$ cat src/rtl/mat4x4_tile_sched_pkg.sv
// Shared definitions for the tiled 4x4 matrix multiplier.
// Contents:
//   state_t       - controller states (IDLE, COMPUTE)
//   STEP_W        - width of the tile-product step counter
//   NUM_ELEMS     - number of elements in a flattened 4x4 matrix
//   elem_bit_off  - bit offset of element (r,c) in a flattened 4x4 matrix
//   tile_bit_off  - bit offset of element (i,j) of 2x2 tile (p,q) in a 4x4 matrix
//   sub_bit_off   - bit offset of element (i,j) in a flattened 2x2 tile
package mat4x4_tile_sched_pkg;

    localparam int STEP_W    = 3;
    localparam int MAT_N     = 4;
    localparam int NUM_ELEMS = MAT_N * MAT_N;

    typedef enum logic {
        IDLE    = 1'b0,
        COMPUTE = 1'b1
    } state_t;

    function automatic int elem_bit_off(input int r, input int c, input int width);
        return (r * MAT_N + c) * width;
    endfunction

    function automatic int tile_bit_off(input int p, input int q, input int i, input int j,
                                        input int width);
        return elem_bit_off(2 * p + i, 2 * q + j, width);
    endfunction

    function automatic int sub_bit_off(input int i, input int j, input int width);
        return (i * 2 + j) * width;
    endfunction

endpackage

$ cat src/rtl/mat4x4_tile_sched_if.sv
// Host-side bus of the tiled 4x4 matrix multiplier.
// Signals:
//   start - request, accepted only while the multiplier is idle
//   A, B  - flattened 4x4 operands, element (r,c) at [(r*4+c)*WIDTH +: WIDTH]
//   C     - flattened 4x4 registered result, same layout
//   busy  - high while a multiply is in progress
//   done  - one-cycle completion pulse, C valid from this cycle
// Modports: master (host side), slave (multiplier side).
interface mat4x4_tile_sched_if #(
    parameter int WIDTH = 16
);
    logic                  start;
    logic [WIDTH*16-1:0]   A;
    logic [WIDTH*16-1:0]   B;
    logic [WIDTH*16-1:0]   C;
    logic                  busy;
    logic                  done;

    modport master (output start, output A, output B, input C, input busy, input done);
    modport slave  (input start, input A, input B, output C, output busy, output done);

endinterface

$ cat src/rtl/mat2x2_mult.sv
// Combinational 2x2 matrix multiplier, all arithmetic modulo 2^WIDTH.
// Ports:
//   a, b - flattened 2x2 operands, element (i,j) at [(i*2+j)*WIDTH +: WIDTH]
//   p    - flattened 2x2 product a*b, same layout
module mat2x2_mult #(
    parameter int WIDTH = 16
) (
    input  logic [4*WIDTH-1:0] a,
    input  logic [4*WIDTH-1:0] b,
    output logic [4*WIDTH-1:0] p
);

    // Each output element is a two-term dot product; the WIDTH-bit target
    // truncates products and sum, giving the wraparound behaviour directly.
    always_comb begin
        p = '0;
        for (int i = 0; i < 2; i++) begin
            for (int j = 0; j < 2; j++) begin
                p[(i*2+j)*WIDTH +: WIDTH] =
                    a[(i*2)*WIDTH +: WIDTH]   * b[j*WIDTH +: WIDTH] +
                    a[(i*2+1)*WIDTH +: WIDTH] * b[(2+j)*WIDTH +: WIDTH];
            end
        end
    end

endmodule

$ cat src/rtl/mat4x4_tile_sched.sv
// Sequenced 4x4 matrix multiplier built around one shared 2x2 tile multiplier.
// The eight tile products of C = A*B are issued one per clock, and pairs are
// accumulated into output tiles (0,0),(0,1),(1,0),(1,1) in that order.
// Ports:
//   clk - clock, rising edge
//   rst - asynchronous active-high reset
//   bus - slave side of mat4x4_tile_sched_if (start, A, B, C, busy, done)
module mat4x4_tile_sched
    import mat4x4_tile_sched_pkg::*;
#(
    parameter int WIDTH = 16
) (
    input  logic               clk,
    input  logic               rst,
    mat4x4_tile_sched_if.slave bus
);

    localparam logic [STEP_W-1:0] LAST_STEP = '1;

    state_t                      state;
    state_t                      state_n;
    logic [STEP_W-1:0]           step;
    logic [NUM_ELEMS*WIDTH-1:0]  a_q;
    logic [NUM_ELEMS*WIDTH-1:0]  b_q;
    logic [NUM_ELEMS*WIDTH-1:0]  res_q;
    logic [NUM_ELEMS*WIDTH-1:0]  res_upd;
    logic [NUM_ELEMS*WIDTH-1:0]  c_q;
    logic [4*WIDTH-1:0]          acc;
    logic [4*WIDTH-1:0]          a_tile;
    logic [4*WIDTH-1:0]          b_tile;
    logic [4*WIDTH-1:0]          prod;
    logic                        busy_q;
    logic                        done_q;
    logic                        tp;
    logic                        tq;
    logic                        tk;

    assign tp = step[2];
    assign tq = step[1];
    assign tk = step[0];

    assign bus.C    = c_q;
    assign bus.busy = busy_q;
    assign bus.done = done_q;

    // State register.
    always_ff @(posedge clk or posedge rst) begin
        if (rst) begin
            state <= IDLE;
        end else begin
            state <= state_n;
        end
    end

    // Next-state logic: a run lasts exactly eight COMPUTE edges; any
    // unexpected encoding falls back to IDLE.
    always_comb begin
        state_n = state;
        case (state)
            IDLE:    if (bus.start) state_n = COMPUTE;
            COMPUTE: if (step == LAST_STEP) state_n = IDLE;
            default: state_n = IDLE;
        endcase
    end

    // Select A tile (p,k) and B tile (k,q) from the latched operands.
    always_comb begin
        a_tile = '0;
        b_tile = '0;
        for (int i = 0; i < 2; i++) begin
            for (int j = 0; j < 2; j++) begin
                a_tile[sub_bit_off(i, j, WIDTH) +: WIDTH] =
                    a_q[tile_bit_off(int'(tp), int'(tk), i, j, WIDTH) +: WIDTH];
                b_tile[sub_bit_off(i, j, WIDTH) +: WIDTH] =
                    b_q[tile_bit_off(int'(tk), int'(tq), i, j, WIDTH) +: WIDTH];
            end
        end
    end

    mat2x2_mult #(
        .WIDTH (WIDTH)
    ) u_tile_mult (
        .a (a_tile),
        .b (b_tile),
        .p (prod)
    );

    // Partial result with output tile (p,q) replaced by acc + P. On the last
    // step this already contains tile (1,1), so it is the complete result.
    always_comb begin
        res_upd = res_q;
        for (int i = 0; i < 2; i++) begin
            for (int j = 0; j < 2; j++) begin
                res_upd[tile_bit_off(int'(tp), int'(tq), i, j, WIDTH) +: WIDTH] =
                    acc[sub_bit_off(i, j, WIDTH) +: WIDTH] +
                    prod[sub_bit_off(i, j, WIDTH) +: WIDTH];
            end
        end
    end

    // Datapath and status registers. Tiles collect in res_q and C is only
    // loaded on the final step, so the host never sees a partial result.
    always_ff @(posedge clk or posedge rst) begin
        if (rst) begin
            step   <= '0;
            a_q    <= '0;
            b_q    <= '0;
            acc    <= '0;
            res_q  <= '0;
            c_q    <= '0;
            busy_q <= 1'b0;
            done_q <= 1'b0;
        end else begin
            case (state)
                IDLE: begin
                    done_q <= 1'b0;
                    if (bus.start) begin
                        a_q    <= bus.A;
                        b_q    <= bus.B;
                        step   <= '0;
                        busy_q <= 1'b1;
                    end
                end
                COMPUTE: begin
                    step <= step + 1'b1;
                    if (!tk) begin
                        acc <= prod;
                    end else begin
                        res_q <= res_upd;
                    end
                    if (step == LAST_STEP) begin
                        c_q    <= res_upd;
                        done_q <= 1'b1;
                        busy_q <= 1'b0;
                    end
                end
                default: begin
                    step   <= '0;
                    busy_q <= 1'b0;
                    done_q <= 1'b0;
                end
            endcase
        end
    end

endmodule
$ cat src/flat_wrapper.sv
// flat-port wrapper written by rule: the top's interface ports become plain ports
module mat4x4_tile_sched_flat import mat4x4_tile_sched_pkg::*;
#(
    parameter int WIDTH = 16
)
  (clk, rst, bus_start, bus_A, bus_B, bus_C, bus_busy, bus_done);
  mat4x4_tile_sched_if #(.WIDTH(WIDTH)) bus_i ();
  input  logic clk;
  input  logic rst;
  input wire logic [$bits(bus_i.start)-1:0] bus_start;
  input wire logic [$bits(bus_i.A)-1:0] bus_A;
  input wire logic [$bits(bus_i.B)-1:0] bus_B;
  output wire logic [$bits(bus_i.C)-1:0] bus_C;
  output wire logic [$bits(bus_i.busy)-1:0] bus_busy;
  output wire logic [$bits(bus_i.done)-1:0] bus_done;
  assign bus_i.start = bus_start;
  assign bus_i.A = bus_A;
  assign bus_i.B = bus_B;
  assign bus_C = bus_i.C;
  assign bus_busy = bus_i.busy;
  assign bus_done = bus_i.done;
  mat4x4_tile_sched #(.WIDTH(WIDTH)) u_core (.clk(clk), .rst(rst), .bus(bus_i));
endmodule
$ cat config.mk
export PLATFORM = sky130hd
export DESIGN_NAME = mat4x4_tile_sched_flat
export DESIGN_NICKNAME = d
export VERILOG_FILES = /design/src/rtl/mat4x4_tile_sched_pkg.sv /design/src/rtl/mat4x4_tile_sched_if.sv /design/src/rtl/mat2x2_mult.sv /design/src/rtl/mat4x4_tile_sched.sv /design/src/flat_wrapper.sv
export SDC_FILE = /design/constraint.sdc
export NUM_CORES = 2
export LEC_CHECK = 0
export CORE_MARGIN = 2
export CORE_UTILIZATION = 50
export CTS_CLUSTER_SIZE = 16
export DETAILED_ROUTE_END_ITERATION = 6
export GPL_TIMING_DRIVEN = 1
export PLACE_DENSITY_LB_ADDON = 0.2
export SETUP_SLACK_MARGIN = 0.02
export SLEW_MARGIN = 20
export SYNTH_ARGS = -nofsm -noshare
export SYNTH_HDL_FRONTEND = slang
export SYNTH_SLANG_ARGS = --single-unit
$ cat constraint.sdc
create_clock -name clk -period 42.5 [get_ports clk]
set_clock_uncertainty 0.1 [all_clocks]
set_input_delay 10.625 -clock clk [delete_from_list [all_inputs] [get_ports clk]]
set_output_delay 10.625 -clock clk [all_outputs]
set_load 0.02 [all_outputs]
== Word-level counts from Yosys, hierarchy flattened ==
Cells that the tools add are included.

* Add/subtract/negate cells: 28
* $mul: 8
* Eq/ne operators: 3
* Shift operators: 16
* Multiplexer cells: 14
* Bitwise gates (word level): 2
* Reductions and logical operators: 5

{| class="wikitable"
|+ Operator list
! kind !! number
|-
| variable part select 256 x 32 -> 16 bit || 8
|-
| bitwise mux 256 bit || 4
|-
| variable shift 16 x 33 -> 256 bit (first input constant) || 4
|-
| variable part select 16 x 33 -> 256 bit || 4
|-
| negation 32 -> 33 bit || 4
|-
| adder 16 bit || 8
|-
| multiplier 16 x 16 -> 16 bit || 8
|-
| adder 28 bit || 3
|-
| adder 5 x 28 -> 28 bit || 2
|-
| adder 28 x 3 -> 28 bit || 1
|-
| adder 4 x 2 -> 5 bit || 3
|-
| adder 5 x 2 -> 6 bit || 2
|-
| AND reduction 2 bit || 5
|-
| adder 2 x 1 -> 3 bit (second input constant) || 3
|-
| one-hot mux 1 bit (2 select lines) || 3
|-
| one-hot mux 3 bit (2 select lines) || 1
|-
| adder 4 x 3 -> 5 bit || 1
|-
| two-way mux 1 bit || 5
|-
| inequality test 2 bit (second input constant) || 2
|-
| adder 3 x 1 -> 3 bit (second input constant) || 1
|-
| equality test 3 bit (second input constant) || 1
|-
| two-way mux 3 bit || 1
|-
| NOT 1 bit || 2
|}

* Flip-flop bits (word level): 1094
* Bits of input ports: 515
* Output and inout port bits: 258
* Word-level logic and storage cells: 85

== Logic depth before layout (Yosys ltp) ==
* Depth in word-level cells: 11
* Mapped depth: 41
* Mapped depth without buffers: 34

== Modules after synthesis ==
A second synthesis with hierarchy kept.

* Cells, all modules: 7362
* Area, all modules: 80606.1 µm²

{| class="wikitable"
|+ By module, submodules not included
! module !! instances !! cells each !! area an instance (µm²) !! sequential area each (µm²)
|-
| mat4x4_tile_sched || 1 || 3695 || 48341.4 || 27376.3
|-
| mat2x2_mult || 1 || 3667 || 32264.7 || 0.0
|}

== Worst setup path after synthesis ==
Ideal clock, no wire load.

* Path type: input to register
* Start point: in bus_start
* End point: reg u_core.a_q[217]
* Library setup time: 125 ps
* Arrival time: 11985 ps
* Data required time: 42275 ps
* Setup slack: 30290 ps
* Cell stages on the path: 5
* Buffers on the path: 3
* Cell sequence: nor2b_1 > clkbuf_1 > clkbuf_1 > clkbuf_1 > mux2_2

* Cells in the longest elaborated chain, start to end: 1

{| class="wikitable"
|+ RTL lines
! what !! RTL line !! text
|-
| start, declared || flat_wrapper.sv:10 || <nowiki>input wire logic [$bits(bus_i.start)-1:0] bus_start;</nowiki>
|-
| AND reduction 2 bit (no source line) || -- ||
|-
| end signal, assigned || mat4x4_tile_sched.sv:118 || <nowiki>a_q <= bus.A;</nowiki>
|-
| end, declared || mat4x4_tile_sched.sv:23 || <nowiki>logic [NUM_ELEMS*WIDTH-1:0] a_q;</nowiki>
|}

Every way passes these cells.
A chain may end at the register's enable or synchronous reset.

== Final worst setup path ==
* Start point: in bus_start
* End point: reg u_core.b_q[212]

* Cells in the longest elaborated chain, start to end: 1

{| class="wikitable"
|+ RTL lines
! what !! RTL line !! text
|-
| AND reduction 2 bit (no source line) || -- ||
|-
| end signal, assigned || mat4x4_tile_sched.sv:119 || <nowiki>b_q <= bus.B;</nowiki>
|-
| end, declared || mat4x4_tile_sched.sv:24 || <nowiki>logic [NUM_ELEMS*WIDTH-1:0] b_q;</nowiki>
|}

Every way passes these cells.

==> flow_metrics.tcl <==
set metrics [dict create \
    insertion_delay_ns 0.77 \
    synth_cells 7518 \
    finalCritPeriodShare_pct 35.3 \
    finalWirelength_um 257000 \
    syn2layout_area_growth_pct 17.3 \
    hpwl_um 186000 \
    htreeDepth 3 \
    drive_above_1_share_pct 13.8 \
    cts_made_buffers 116 \
    worst-endpoint-arrival_ns 15.54 \
    max_slew_margin_pct 14.1 \
    met1_usage_pct 42.5 \
    crit_required_ns 43.02 \
    cts_sinks 1094 \
    io_buffers 772 \
    antenna_found_initial 46 \
    grt-busiest-layer "met2" \
    path_class "in2reg" \
    rr_endpoint "u_core.bus.C[15]" \
    place_inst 10163 \
    min_path_cells 2 \
    cts_resized 0 \
    first_pass_iters 6 \
    synthesis.nets 9204 \
    synth_ff_type "dfrtp_1" \
    synth_edf_count 0 \
    grtUsageMet2_pct 47.4 \
    met3_usage_pct 8.76 \
    hold_buffers 0 \
    drtAntennaViolNets 0 \
    maxCapViolCount 0 \
    viasPerCell 5.75 \
    tightest_slew_ns 1.29 \
    post_synth_num_cell_types 58 \
    syn_avg_cell_area_um2 10.7 \
    dr_total_vias 59811 \
    stdcell_count 10396 \
    wire_per_inst_um 24.7 \
    outcome "complete, no violations" \
    critPathCaptureType "flop" \
    synth-seq-cells 1094 \
    rsz0062_at_grt "no" \
    syn_area_um2 80500 \
    reg2regPathDepth 28 \
    initial_core_util_pct 50.3 \
    rrSetupSlack_ns 31.27 \
    hold_path_class "reg2reg" \
    route.detailed.drc 0 \
    cts-root-buf "clkbuf_16" \
    layout_commonest_cell "dfrtp_1" \
    core-area_um2 160000 \
    core.rowCount 147 \
    ys_async_sr_fraction_pct 100 \
    drt_iter0_markers 4940 \
    io_pins 773 \
    endpoint "u_core.b_q[212]" \
    finalSetupViolations 0 \
    max_freq_ghz 0.0666 \
    hold_violations 0 \
    final_cell_mix "dfrtp_1, inv_1, nor2_1" \
    grt_pass1_wl_um 388000 \
    globalplace.congestion 0.956 \
    ys_seq_area_share_pct 34.0 \
    die_x_um 405 \
    die_y_um 405 \
    die-area_um2 164000 \
    post_cts.repair.setup_buffers 0 \
    grt_pass1_vias 61051 \
    yosys_warnings 0 \
    crit_start "bus_start" \
    grt_max_degree 178 \
    cts_tree "built" \
    grt_overflow_total 0 \
    tns_ns 0 \
    grt_use_total_pct 31.6 \
    fin_nets 9808 \
    fin_crit_ns 15.02 \
    startpoint_type "input port" \
    drv_slew 0 \
    critPathMaxFanout 163 \
    clock_path_buffers 3 \
    worstReg2RegStart "u_core.step[0]" \
    clk_pin_slew_ns 0.06 \
]
-- registers in the layout, summed over array words and instances, names as in the netlist --
signal and flops:
u_core.step 3, u_core.bus.C 256, u_core.a_q 256, u_core.b_q 256, u_core.state 1, u_core.acc 64, u_core.res_q 256, u_core.bus.busy 1
u_core.bus.done 1
-- Yosys cell counts (all sizes together), types with 6 or more instances --
cell type,count,share of area (%)
o31ai,8,0.075
o21bai,16,0.15
a31oi,7,0.054
o21ai,168,1.0
nor3,23,0.14
buf,66,0.52
a221oi,228,2.6
and2,200,1.6
nor2b,10,0.078
xnor2,260,2.9
o21a,14,0.13
nor2,913,4.3
mux2,631,8.8
mux4,128,3.6
dfrtp,1094,34
fa,740,18
a22o,224,2.4
nand2,722,3.4
xor2,63,0.69
a21o,19,0.18
nand2b,6,0.047
clkbuf,336,1.6
a21oi,76,0.47
a21boi,12,0.11
ha,431,6.7
and3,16,0.12
inv,986,4.6
mux2i,70,0.87
-- worst max-delay path, stage by stage --
cell	delay [ns]
clkdlybuf4s50_1	0.58
nor2b_4	0.30
buf_4	0.84
buf_12	0.65
buf_4	0.81
buf_4	0.87
mux2_2	0.42
-- stage by stage --
| stage | cell area (µm²) | utilization (%) | setup slack [ns] | hold WS [ns] |
|---|---|---|---|---|
| after floorplan | 80500 | - | 0.974 | 0.342 |
| after global placement | 90400 | 56.4 | 26.91 | 0.354 |
| after detailed placement | 90400 | 56.4 | 26.84 | 0.362 |
| after CTS | 94400 | 58.9 | 27.61 | 0.375 |
| after global routing | 94400 | 58.9 | 27.27 | 0.383 |
| final | 94500 | 59.0 | 27.48 | 0.372 |
-- layout make-up --
cell class	count	area, µm²
inverters	989	3720
fillers	13569	65700
clock buffers	163	3310
well taps	2160	2700
multi-input cells	5033	48000
clock inverters	49	627
flip-flops and latches	1094	27400
diodes	20	50.0
repair buffers	888	8690
-- cell families (layout without fill, tap and decap cells) --
kind of cell / after synthesis / count (layout) / synth area share (%)
other: 0 / 20 / 0
multiplexers: 829 / 829 / 13.3
AND/OR/NAND/NOR: 1912 / 1912 / 9.77
AO/OA/AOI/OAI: 794 / 794 / 7.47
XOR/XNOR: 327 / 327 / 3.67
buffers and inverters: 1391 / 2089 / 6.70
flip-flops: 1094 / 1094 / 34.0
adder cells (fa/ha/maj): 1171 / 1171 / 25.1
-- routing by layer --
layer,up-vias,wire [µm]
met5,-,335
met4,50,14500
met3,591,27300
met2,2912,112000
met1,30435,102000
li1,25823,-
-- how the worst min path moves through the flow --
| stage | from | to | slack, ns |
|---|---|---|---|
| final | u_core.res_q[238] | u_core.res_q[238] | 0.37 |
| after global routing | u_core.res_q[126] | u_core.res_q[126] | 0.38 |
| after CTS | u_core.res_q[174] | u_core.res_q[174] | 0.38 |
| after detailed placement | u_core.res_q[174] | u_core.res_q[174] | 0.36 |
| after global placement | u_core.res_q[254] | u_core.res_q[254] | 0.35 |
| after floorplan | u_core.res_q[110] | u_core.res_q[110] | 0.34 |
Power is left out: the tool's default activity adds up to more than one toggle a clock period on the data nets, which glitch-free logic cannot reach.
